[config.mk]
export PLATFORM = sky130hd
export DESIGN_NAME = uart_bram_loader
export DESIGN_NICKNAME = d
export VERILOG_FILES = /design/src/rtl/uart_bram_loader.sv
export SDC_FILE = /design/constraint.sdc
export NUM_CORES = 1
export LEC_CHECK = 0
export ABC_CLOCK_PERIOD_IN_PS = 11770
export CORE_UTILIZATION = 60
export DETAILED_ROUTE_END_ITERATION = 10
export HOLD_SLACK_MARGIN = 0.06
export PLACE_DENSITY = 0.86
export SLEW_MARGIN = 20
export SYNTH_ARGS = -nofsm -noshare
export SYNTH_HDL_FRONTEND = slang
export SYNTH_SLANG_ARGS = --single-unit
export TNS_END_PERCENT = 5
[constraint.sdc]
create_clock -name clk_in -period 11.77 [get_ports clk_in]
set_clock_uncertainty 0.15 [all_clocks]
set_input_delay 1.7655 -clock clk_in [delete_from_list [all_inputs] [get_ports clk_in]]
set_output_delay 1.7655 -clock clk_in [all_outputs]
set_load 0.02 [all_outputs]
[src/rtl/uart_bram_loader.sv]
// Command-driven UART <-> BRAM sequencer: parses an opcode/length header, then either
// packs received bytes into 32-bit words written to port B, or streams port-A words out via UART.
module uart_bram_loader #(
  parameter int DEPTH          = 25000,
  parameter int ADDR_WIDTH     = $clog2(DEPTH),
  parameter int TIMEOUT_CYCLES = 1_000_000
) (
  input  logic                  clk_in,
  input  logic                  rst_in,
  input  logic                  rx_valid_in,
  input  logic [7:0]            rx_byte_in,
  input  logic                  tx_busy_in,
  output logic                  tx_trigger_out,
  output logic [7:0]            tx_byte_out,
  output logic [ADDR_WIDTH-1:0] bram_waddr_out,
  output logic [31:0]           bram_wdata_out,
  output logic                  bram_we_out,
  output logic [ADDR_WIDTH-1:0] bram_raddr_out,
  input  logic [31:0]           bram_rdata_in,
  output logic                  busy_out,
  output logic                  done_out,
  output logic                  error_out
);
  typedef enum logic [3:0] {
    IDLE, HDR_LO, HDR_HI, LOAD, DUMP_RD, DUMP_WAIT, DUMP_SEND, TX_WAIT_HI, TX_WAIT_LO
  } state_t;

  localparam int              TW      = $clog2(TIMEOUT_CYCLES + 1);
  localparam logic [TW-1:0]   T_LAST  = TW'(TIMEOUT_CYCLES - 1);
  localparam logic [16:0]     DEPTH_W = 17'(DEPTH);
  localparam logic [7:0]      OP_LOAD = 8'h4C;
  localparam logic [7:0]      OP_DUMP = 8'h44;

  state_t                r_state, w_state_nx;
  logic                  r_is_dump, w_is_dump_nx;
  logic [15:0]           r_len, w_len_nx;
  logic [15:0]           r_idx, w_idx_nx;
  logic [1:0]            r_bsel, w_bsel_nx;
  logic [23:0]           r_pack, w_pack_nx;
  logic [31:0]           r_word, w_word_nx;
  logic                  r_fin, w_fin_nx;
  logic [TW-1:0]         r_tcnt, w_tcnt_nx;
  logic [1:0]            r_wcnt, w_wcnt_nx;
  logic                  r_trig, w_trig_nx;
  logic [7:0]            r_tx_byte, w_tx_byte_nx;
  logic [ADDR_WIDTH-1:0] r_waddr, w_waddr_nx;
  logic [31:0]           r_wdata, w_wdata_nx;
  logic                  r_we, w_we_nx;
  logic [ADDR_WIDTH-1:0] r_raddr, w_raddr_nx;
  logic                  r_busy, w_busy_nx;
  logic                  r_done, w_done_nx;
  logic                  r_err, w_err_nx;
  logic [15:0]           w_n;
  logic                  w_last;

  always_comb begin
    w_state_nx   = r_state;
    w_is_dump_nx = r_is_dump;
    w_len_nx     = r_len;
    w_idx_nx     = r_idx;
    w_bsel_nx    = r_bsel;
    w_pack_nx    = r_pack;
    w_word_nx    = r_word;
    w_fin_nx     = r_fin;
    w_tcnt_nx    = r_tcnt;
    w_wcnt_nx    = r_wcnt;
    w_trig_nx    = 1'b0;
    w_tx_byte_nx = r_tx_byte;
    w_waddr_nx   = r_waddr;
    w_wdata_nx   = r_wdata;
    w_we_nx      = 1'b0;
    w_raddr_nx   = r_raddr;
    w_done_nx    = 1'b0;
    w_err_nx     = r_err;
    w_n          = {rx_byte_in, r_len[7:0]};
    w_last       = (r_idx == r_len - 16'd1);

    case (r_state)
      IDLE: if (rx_valid_in) begin
        w_err_nx  = 1'b0;
        w_tcnt_nx = '0;
        if (rx_byte_in == OP_LOAD || rx_byte_in == OP_DUMP) begin
          w_is_dump_nx = (rx_byte_in == OP_DUMP);
          w_state_nx   = HDR_LO;
        end else begin
          w_err_nx = 1'b1;
        end
      end
      HDR_LO: if (rx_valid_in) begin
        w_len_nx[7:0] = rx_byte_in;
        w_state_nx    = HDR_HI;
      end
      HDR_HI: if (rx_valid_in) begin
        w_len_nx  = w_n;
        w_idx_nx  = '0;
        w_bsel_nx = '0;
        w_fin_nx  = 1'b0;
        if (w_n == 16'd0) begin
          w_done_nx  = 1'b1;
          w_state_nx = IDLE;
        end else if ({1'b0, w_n} > DEPTH_W) begin
          w_err_nx   = 1'b1;
          w_state_nx = IDLE;
        end else if (r_is_dump) begin
          w_raddr_nx = '0;
          w_state_nx = DUMP_RD;
        end else begin
          w_state_nx = LOAD;
        end
      end
      // r_fin gives the final write its own cycle so done trails the last we by one
      LOAD: if (r_fin) begin
        w_done_nx  = 1'b1;
        w_state_nx = IDLE;
      end else if (rx_valid_in) begin
        if (r_bsel == 2'd3) begin
          w_we_nx    = 1'b1;
          w_waddr_nx = r_idx[ADDR_WIDTH-1:0];
          w_wdata_nx = {rx_byte_in, r_pack};
          w_bsel_nx  = '0;
          if (w_last) w_fin_nx = 1'b1;
          else        w_idx_nx = r_idx + 16'd1;
        end else begin
          w_pack_nx[8*r_bsel +: 8] = rx_byte_in;
          w_bsel_nx = r_bsel + 2'd1;
        end
      end
      DUMP_RD: begin
        w_wcnt_nx  = '0;
        w_state_nx = DUMP_WAIT;
      end
      DUMP_WAIT: if (r_wcnt == 2'd1) begin
        w_word_nx  = bram_rdata_in;
        w_bsel_nx  = '0;
        w_state_nx = DUMP_SEND;
      end else begin
        w_wcnt_nx = r_wcnt + 2'd1;
      end
      DUMP_SEND: if (!tx_busy_in) begin
        w_trig_nx    = 1'b1;
        w_tx_byte_nx = r_word[8*r_bsel +: 8];
        w_wcnt_nx    = '0;
        w_state_nx   = TX_WAIT_HI;
      end
      TX_WAIT_HI: if (tx_busy_in) begin
        w_state_nx = TX_WAIT_LO;
      end else if (r_wcnt == 2'd3) begin
        w_err_nx   = 1'b1;
        w_state_nx = IDLE;
      end else begin
        w_wcnt_nx = r_wcnt + 2'd1;
      end
      TX_WAIT_LO: if (!tx_busy_in) begin
        if (r_bsel == 2'd3) begin
          w_bsel_nx = '0;
          if (w_last) begin
            w_done_nx  = 1'b1;
            w_state_nx = IDLE;
          end else begin
            w_idx_nx   = r_idx + 16'd1;
            w_raddr_nx = w_idx_nx[ADDR_WIDTH-1:0];
            w_state_nx = DUMP_RD;
          end
        end else begin
          w_bsel_nx  = r_bsel + 2'd1;
          w_state_nx = DUMP_SEND;
        end
      end
      default: w_state_nx = IDLE;
    endcase

    // Inter-byte timeout; a partial word in r_pack is simply abandoned
    if ((r_state inside {HDR_LO, HDR_HI, LOAD}) && !r_fin) begin
      if (rx_valid_in) begin
        w_tcnt_nx = '0;
      end else if (r_tcnt == T_LAST) begin
        w_err_nx   = 1'b1;
        w_state_nx = IDLE;
      end else begin
        w_tcnt_nx = r_tcnt + 1'b1;
      end
    end

    w_busy_nx = (w_state_nx != IDLE);
  end

  always_ff @(posedge clk_in or posedge rst_in) begin
    if (rst_in) begin
      r_state   <= IDLE;
      r_is_dump <= 1'b0;
      r_len     <= '0;
      r_idx     <= '0;
      r_bsel    <= '0;
      r_pack    <= '0;
      r_word    <= '0;
      r_fin     <= 1'b0;
      r_tcnt    <= '0;
      r_wcnt    <= '0;
      r_trig    <= 1'b0;
      r_tx_byte <= '0;
      r_waddr   <= '0;
      r_wdata   <= '0;
      r_we      <= 1'b0;
      r_raddr   <= '0;
      r_busy    <= 1'b0;
      r_done    <= 1'b0;
      r_err     <= 1'b0;
    end else begin
      r_state   <= w_state_nx;
      r_is_dump <= w_is_dump_nx;
      r_len     <= w_len_nx;
      r_idx     <= w_idx_nx;
      r_bsel    <= w_bsel_nx;
      r_pack    <= w_pack_nx;
      r_word    <= w_word_nx;
      r_fin     <= w_fin_nx;
      r_tcnt    <= w_tcnt_nx;
      r_wcnt    <= w_wcnt_nx;
      r_trig    <= w_trig_nx;
      r_tx_byte <= w_tx_byte_nx;
      r_waddr   <= w_waddr_nx;
      r_wdata   <= w_wdata_nx;
      r_we      <= w_we_nx;
      r_raddr   <= w_raddr_nx;
      r_busy    <= w_busy_nx;
      r_done    <= w_done_nx;
      r_err     <= w_err_nx;
    end
  end

  assign tx_trigger_out = r_trig;
  assign tx_byte_out    = r_tx_byte;
  assign bram_waddr_out = r_waddr;
  assign bram_wdata_out = r_wdata;
  assign bram_we_out    = r_we;
  assign bram_raddr_out = r_raddr;
  assign busy_out       = r_busy;
  assign done_out       = r_done;
  assign error_out      = r_err;
endmodule

After elaboration in Yosys (flattened, before gate mapping):

Cells that the tools add are included.
Widths: inputs -> output; s select.

* bits in registers: 193
* word-level logic and storage cells: 169

* $add $sub $neg: 6
* magnitude comparators: 1
* eq/ne operators: 29
* shift-type cells: 3
* muxes and demuxes: 82
* bitwise gates (word level): 4
* reductions and logical operators: 24

Operator list (count)
* $mux 15: 7
* $mux 20: 5
* $mux 16: 6
* $mux 4: 16
* $pmux 16 s3: 1
* $pmux 4 s9: 1
* $neg 5->34: 1
* $shift 8x34->24 const A: 1
* $shiftx 8x34->24: 1
* $shiftx 32x6->8: 1
* $pmux 15 s2: 1
* $ne 2x2->1 const B: 14
* $mux 1: 25
* $bwmux 24: 1
* $add 20x1->20 const B: 1
* $eq 20x20->1 const B: 1
* $mux 2: 10
* $add 16x1->16 const B: 1
* $eq 16x16->1: 1
* $eq 4x3->1 const B: 4
* $eq 8x7->1 const B: 2
* $gt 16x15->1 const B: 1
* $logic_not 16->1: 1
* $pmux 2 s4: 2
* other kinds (26): 44

Logic depth before layout (Yosys ltp):

Gate-level depths: netlist (run 1).

* word-level depth: 10
* mapped depth: 11
* gate-level depth less buffers: 9

Worst setup path before layout (run 1):

No wires, ideal clock.

* path kind: input to register
* start: in rx_byte_in[0]
* end: reg r_raddr[10], in the netlist bram_raddr_out[10]
* setup time: 0.145 ns
* arrival: 4.134 ns
* setup slack: 7.341 ns
* stages: 9
* cell sequence: clkbuf_1 or4_1 or4_1 nor4_1 or4_1 clkbuf_1 a211o_1 buf_2 o22ai_1

* word-level cells in the longest chain between the ends: 3
* elaborated cells on any way between the ends: 5
* classes of those cells: 1 x order compare; 2 x eq/ne; 2 x reduce/logical

RTL lines
* start: declaration: RTL line 11 `input logic [7:0] rx_byte_in,`
* $gt 16x15->1 or $logic_not 16->1 (tied branches): RTL line 101, 98
* $ne 2x2->1 (no line)
* $reduce_and 8->1 (no line) (*)
* end signal: assignment: RTL line 224 `r_raddr <= w_raddr_nx;`
* end: declaration: RTL line 49 `logic [ADDR_WIDTH-1:0] r_raddr, w_raddr_nx;`

Every way passes the cells marked *; elsewhere a longest branch is shown, timed or not.
A chain may end at the register's enable or synchronous reset.

Final worst setup path (run 1):

* start: in rx_byte_in[5]
* end: reg r_raddr[13], in the netlist bram_raddr_out[13]

Same word-level chain as after synthesis.

==> results.md, run 1 <==
- Crit path max fanout: 18
- Fmax: 196 MHz
- Vias/cell: between 6 and 7
- Worst setup path class: input port to flip-flop
- IO Count: 119
- Cell Chain, Critical Path: clkdlybuf4s50_1 > or4_1 > or4_1 > nor4_1 > or4_1 > a211o_1 > o22ai_1
- Clk Latency, worst-skew pair: around 0.44 ns
- Final antenna-violating net count: 0
- Initial core utilization: between 60% and 70%
- Reg-to-Reg End: r_idx[0]$_DFFE_PP0P_
- Dpl hpwl: about 14000 µm
- P_leak: between 4 and 5 nW
- Synth Area in Adders: about 1.3%
- Main synth FF type: dfrtp_1
- CP Capture Type: flip-flop
- Hold Crit Depth: 2
- Clock buffer depth: 2
- RSZ-0062 raised after global routing: false
- CTS buffer count: 17
- Worst vdd ir: about 0.13 mV
- P&R area growth vs syn: 19.5%
- Post-synthesis simple-gate area fraction: between 15 and 20%
- Library cells used by synthesis: 61
- Setup violators final: 0
- First-pass GRT wire length: 35100 µm
- Compound-gate portion of the synthesized area: 10.7%
- CTS root buffer: clkbuf_16
- Clock slew at reported path FFs: ~0.070 ns
- GP Congestion: 0.889
- Top-area cell type share of the netlist area: 51.8%
- Post-Route WL: around 21000 µm
- First DRT Iteration DRCs: roughly 590
- Resize count post-CTS: 0
- Critical Path Slowest Stage Cell: or4_1
- Status: finished clean
- Post-synth top area cell: dfrtp_1
- Worst r2r src: r_len[0]$_DFFE_PP0P_
- Synth Area in XOR/XNOR: 3.29%
- Port bufs: roughly 120
- Row Count: between 40 and 50
- Register-to-register setup slack: 7.50 ns
- Max Cap Viol: 0
- Final Hold Fails: 0
- Die area: around 16000 µm²
- Cell with the most instances after synthesis: dfrtp_1
- Min-delay worst type: flip-flop to flip-flop
- #FFs+latches synth: 193
- Final #Nets: around 1000
- Synth Warn #: 0
- # clock sinks: around 190
- Max stage delay on crit path: a little over 0.6 ns
- Least-Margin Pin Slew: between 1 and 1.5 ns
- TritonCTS clock tree: yes
- Worst setup SP type: input port
- Post-CTS Setup Inserts: 0
- Post-synthesis mux area share: a little over an eighth
- Gr usage total: approximately 28%
- Worst path top cell family by delay: simple AND/OR/NAND/NOR gates
- WP data required: around 12 ns
- Top cell by count, worst path: or4_1
- Initial antenna violation count: 0
- Htree depth: 4
- Largest family of logic cells by synthesized area: simple AND/OR/NAND/NOR gates
- Post-synth top cells: dfrtp_1, nand2_1, mux2_2, o21ai_0, nor2_1
- Post-synth ARST share: 100%
- WL/cell: between 15 and 20 µm
- Hold path start: r_pack[2]$_DFFE_PP0P_
- Power Density: ~180 nW/µm²
- Die Y: roughly 130 µm
- Minimum clock period after layout: ~5.1 ns
- Antenna Cells: 0
- Layout Utilization: approximately 73%
- Synth top area cells: dfrtp_1, mux2_2, nand2_1
- Post-synthesis sequential area ratio: between 50% and 60%
- DR vias: just over 7000
- Placeable Area: 15200 µm²
- Die width: 127 µm
- Cell area after synthesis: between 9000 and 10000 µm²
- Bufs and invs on worst path: 1
- Vias in the first global route: approximately 7000
- Post-CTS Hold Fix Bufs: 0
- Syn nets: roughly 920
- Number of synthesized flops with an enable pin: 0
- Grt ovf: 0
- DRC viols: 0
- Worst Hold End: r_pack[2]$_DFFE_PP0P_
- Largest net degree at the start of global routing: between 100 and 150
- Worst Path Arrival: approximately 5.3 ns
- R2r worst-path depth: 10
- Syn Area/Cell: approximately 11 µm²
- Fill count: 1000
- Slew Viols, Final: 0
- Final period util: approximately 43%
- Synth Instances: 870
- Share of layout cells above drive strength 1: ~16%
- Setup TNS: 0 ns
- Slew headroom: a little under a third
- DR pass1 iterations: 5
cell families (layout without fill, tap and decap cells):
logic type	Yosys count	count (layout)
multiplexers	105	105
adder cells (fa/ha/maj)	10	10
flip-flops	193	193
buffers and inverters	71	171
XOR/XNOR	35	35
AO/OA/AOI/OAI	154	154
AND/OR/NAND/NOR	302	302
per-stage QoR:
stage	power (W)	setup slack (ns)	hold slack [ns]	instance area [µm²]	cells
after floorplan	0.00128	4.60	0.296	9320	870
after global placement	0.00143	6.39	0.309	10600	1126
after detailed placement	0.00145	6.25	0.319	10600	1126
after CTS	0.00202	6.68	0.336	11100	1158
after global routing	0.00213	6.45	0.348	11100	1158
final	0.00202	6.66	0.330	11100	1158
layout by cell type (no fill, tap or decap), types with 5 or more instances in the layout:
cell / n
nor2b_1: 7
ha_1: 10
mux2_2: 94
nand4_1: 10
a211o_1: 6
dfrtp_1: 193
clkdlybuf4s50_1: 118
a31oi_1: 5
xor2_1: 19
and2_1: 8
clkbuf_16: 17
inv_1: 16
or3_1: 7
nor4_1: 13
o211ai_1: 16
o22ai_1: 15
or4_1: 13
nand2_1: 130
nand3_1: 15
nor3_1: 9
or2_2: 5
xnor2_1: 16
mux4_2: 8
nor2_1: 41
inv_8: 6
a31o_2: 5
nand2b_1: 11
a21oi_1: 23
and3_1: 11
o21ai_0: 51
worst max path at each step:
stage | from | end | slack (ns) | depth (start not counted)
6_report | rx_byte_in[5] | bram_raddr_out[13]$_DFFE_PP0P_ | 6.66 | 7
3_5_place_dp | rx_byte_in[5] | bram_raddr_out[4]$_DFFE_PP0P_ | 6.25 | 7
3_3_place_gp | rx_byte_in[4] | bram_raddr_out[3]$_DFFE_PP0P_ | 6.39 | 7
4_1_cts | rx_byte_in[5] | bram_raddr_out[4]$_DFFE_PP0P_ | 6.68 | 7
5_1_grt | rx_byte_in[5] | bram_raddr_out[4]$_DFFE_PP0P_ | 6.45 | 7
2_1_floorplan | rst_in | bram_raddr_out[0]$_DFFE_PP0P_ | 4.60 | 1
registers in the layout, summed over array words and instances (netlist names), 15 cells and up:
register	count
bram_wdata_out	32
bram_waddr_out	15
r_tcnt	20
r_word	32
bram_raddr_out	15
r_len	16
r_pack	24
r_idx	16
metal layers:
layer	global-route usage (%)	wire, µm	part of all wire (%)	vias to the layer above
li1	-	-	-	3292
met1	37.7	8770	42	3514
met2	45.3	10400	49	313
met5	0	0	0	-
met3	5.44	1340	6.4	49
met4	9.94	549	2.6	0
worst register-to-register path: stages (launching register included):
cell      delay, ns
dfrtp_1        0.45
inv_1          0.10
ha_1           0.22
or3b_2         0.60
or3_4          0.39
or4_1          0.50
a2111o_1       0.46
nor4_4         0.25
buf_4          0.31
nand2b_1       0.51
o21ai_0        0.18
report_power, final:
group | total, W | switching [W] | internal, W | leakage, nW
sequential | 0.000911 | 0.000135 | 0.000777 | 2.62
combinational | 0.000541 | 0.000293 | 0.000248 | 2.02
clock | 0.000565 | 0.000277 | 0.000289 | 0.284
total | 0.00202 | 0.000704 | 0.00131 | 4.92
cell type report:
cell class	instances	area (µm²)	share of cell area, %
clock inverter	14	141	1.27
inverter	17	71.3	0.640
clock buffer	18	439	3.94
sequential	193	4830	43.4
tap	188	235	2.11
multi-input combinational	606	4210	37.8
timing repair buffer	122	1210	10.9
No activity file was read; power rests on OpenSTA's default activity.
==> run 2, diff against run 1 <==
ABC_CLOCK_PERIOD_IN_PS = 4400   (was 11770)
CORE_UTILIZATION = 50   (was 60)
PLACE_DENSITY = 0.76   (was 0.86)
clock period = 4.4 ns   (was 11.77 ns; I/O delays follow)
==> run 2 against run 1 <==
Against the previous run:
- the flow now finishes with violations (DRC)
- clock-buffer cell count is 1 higher
- register-to-register slack worse by 7.2 ns
- first-iteration DRC count is 26% lower
- critical path depth up 3
- combinational power rose to 2.8 times the previous value
- sequential power grew to 2.6 times the previous value
- global-route usage decreased by 4.5 points
- sequential share of layout area is 0.95 points lower
- die area up 20%
- via count is 2.6% lower
- largest cell class unchanged
==> results.md, run 2 (synthesis gave the netlist of run 1 again) <==
- Most frequent cells in the layout: dfrtp_1, nand2_1, clkdlybuf4s50_1, mux2_2, o21ai_0
- P_leak: 5.04 nW (+2.4%)
- Crit path setup slack, layout: 0.275 ns (-6.39 ns)
- Slew headroom: 37.6% (+6.3 points)
- P&R area growth vs syn: 22.2%
- CP Capture Type: flip-flop
- Grt ovf: 0 (unchanged)
- R2r worst-path depth: 10 (unchanged)
- Failing checks: DRC
- Die area: 19200 µm² (+20%)
- Fill count: 1458 (+46%)
- Critical Path Start: r_len[0]$_DFFE_PP0P_
- Port bufs: 118 (unchanged)
- Setup TNS: 0 ns (unchanged)
- Minimum clock period after layout: roughly 4.1 ns
- Final #Nets: 1033 (+2.2%)
- Register-to-register setup slack: 0.27 ns (-7.23 ns)
- WL/cell: 17.5 µm (-3.8%)
- CP Capture Point: r_idx[7]$_DFFE_PP0P_
- Die Y: 139 µm (+9.4%)
- DR pass1 iterations: 8 (+3)
- Post-CTS Setup Inserts: 0 (unchanged)
- DRC viols: 8 (+8)
- Post-Route WL: 21300 µm (+1.3%)
- Least-Margin Pin Slew: 0.933 ns (-0.0935 ns)
- Final Hold Fails: 0 (unchanged)
- Max Cap Viol: 0 (unchanged)
- TritonCTS clock tree: yes
- # clock sinks: 193 (unchanged)
- WP data required: 4.57 ns (-7.36 ns)
- Min-delay worst type: flip-flop to flip-flop
- First-pass GRT wire length: 35800 µm (+1.8%)
- Worst Path Arrival: 4.29 ns (-0.98 ns)
- Fmax: about 240 MHz
- Dpl hpwl: 14700 µm (+4.3%)
- Placeable Area: 18100 µm² (+19%)
- Crit path max fanout: 18 (unchanged)
- Reg-to-Reg End: r_idx[7]$_DFFE_PP0P_
- Status: finished, violations left
- Initial antenna violation count: 0 (unchanged)
- Worst r2r src: r_len[0]$_DFFE_PP0P_
- Worst setup SP type: flip-flop
- Post-CTS Hold Fix Bufs: 0 (unchanged)
- Clock buffer depth: 2 (unchanged)
- RSZ-0062 raised after global routing: false
- Final antenna-violating net count: 0 (unchanged)
- CTS buffer count: 17 (unchanged)
- Row Count: 49 (+8.9%)
- Vias in the first global route: 7001 (+0.65%)
- GP Congestion: 0.845 (-4.9%)
- Worst hold slack: 0.334 ns (+0.00374 ns)
- Worst vdd ir: 0.303 mV (+140%)
- Slew Viols, Final: 0 (unchanged)
- Layout Utilization: 62.8% (-11 points)
- DR vias: 6982 (-2.6%)
- Die width: 139 µm (+9.4%)
- Resize count post-CTS: 0 (unchanged)
- Share of layout cells above drive strength 1: 17.6% (+1.6 points)
- IO Count: 119 (unchanged)
- Antenna Cells: 0 (unchanged)
- Gr usage total: 23.4% (-4.5 points)
- Setup violators final: 0 (unchanged)
- Worst slack at placement: 0.323 ns (-5.92 ns)
- CTS root buffer: clkbuf_16
- Initial core utilization: 51.4% (-10 points)
- Clk Latency, worst-skew pair: 0.43 ns (about the same)
- Vias/cell: 5.72 (-7.5%)
- First DRT Iteration DRCs: 436 (-26%)
- Largest net degree at the start of global routing: 48 (-60%)
- Clock slew at reported path FFs: 0.07 ns (about the same)
- Worst setup path class: flip-flop to flip-flop
- Power Density: 477 nW/µm² (+160%)
- Commonest non-fill, non-tap cell in the layout: dfrtp_1
- Final period util: a little over nine tenths
- Htree depth: 4 (unchanged)
## run 2: how the worst min path moves through the flow
| stage | depth (start not counted) | from | to | slack [ns] |
|---|---|---|---|---|
| floorplan | 2 | r_pack[0]$_DFFE_PP0P_ | r_pack[0]$_DFFE_PP0P_ | 0.30 |
| global placement | 2 | r_pack[8]$_DFFE_PP0P_ | r_pack[8]$_DFFE_PP0P_ | 0.31 |
| detailed placement | 2 | r_pack[5]$_DFFE_PP0P_ | r_pack[5]$_DFFE_PP0P_ | 0.32 |
| CTS | 2 | r_pack[5]$_DFFE_PP0P_ | r_pack[5]$_DFFE_PP0P_ | 0.34 |
| global route | 2 | r_pack[5]$_DFFE_PP0P_ | r_pack[5]$_DFFE_PP0P_ | 0.35 |
| finish | 2 | r_pack[16]$_DFFE_PP0P_ | r_pack[16]$_DFFE_PP0P_ | 0.33 |
## run 2: report_power, final
part	internal, W	leakage (nW)	switching, W
clock	0.000822	0.290	0.000720
sequential	0.00208	2.62	0.000308
combinational	0.000697	2.13	0.000809
## run 2: metal layers
layer | vias to the layer above | wire length (µm) | track usage [%] | part of all wire, %
met3 | 30 | 1130 | 5.21 | 5.3
li1 | 3340 | - | - | -
met2 | 199 | 10100 | 38.1 | 47
met4 | 0 | 407 | 7.39 | 1.9
met5 | - | 0 | 0 | 0
met1 | 3413 | 9680 | 31.2 | 45
## run 2: final cells by class
cell class                 count  area [µm²]  share of cell area (%)
sequential                   193        4830                    42.4
multi-input combinational    606        4200                    36.9
timing repair buffer         144        1410                    12.4
clock buffer                  19         443                    3.89
tap                          229         287                    2.52
clock inverter                12         145                    1.27
inverter                      17        67.6                   0.593
## run 2: worst max-delay path: stages (launching register included)
cell and delay (ns):
dfrtp_1 0.43, inv_1 0.10, ha_1 0.20, or3b_2 0.57, or3_4 0.39, or4_1 0.52
a2111o_1 0.46, nor4_4 0.45, buf_4 0.32, nor4b_1 0.09, a311o_1 0.33
## run 2: metrics by stage
step | instances | instance area (µm²) | power (W)
global placement | 1189 | 10800 | 0.00387
CTS | 1220 | 11400 | 0.00547
floorplan | 870 | 9330 | 0.00344
global route | 1220 | 11400 | 0.00577
detailed placement | 1189 | 10800 | 0.00392
finish | 1220 | 11400 | 0.00543
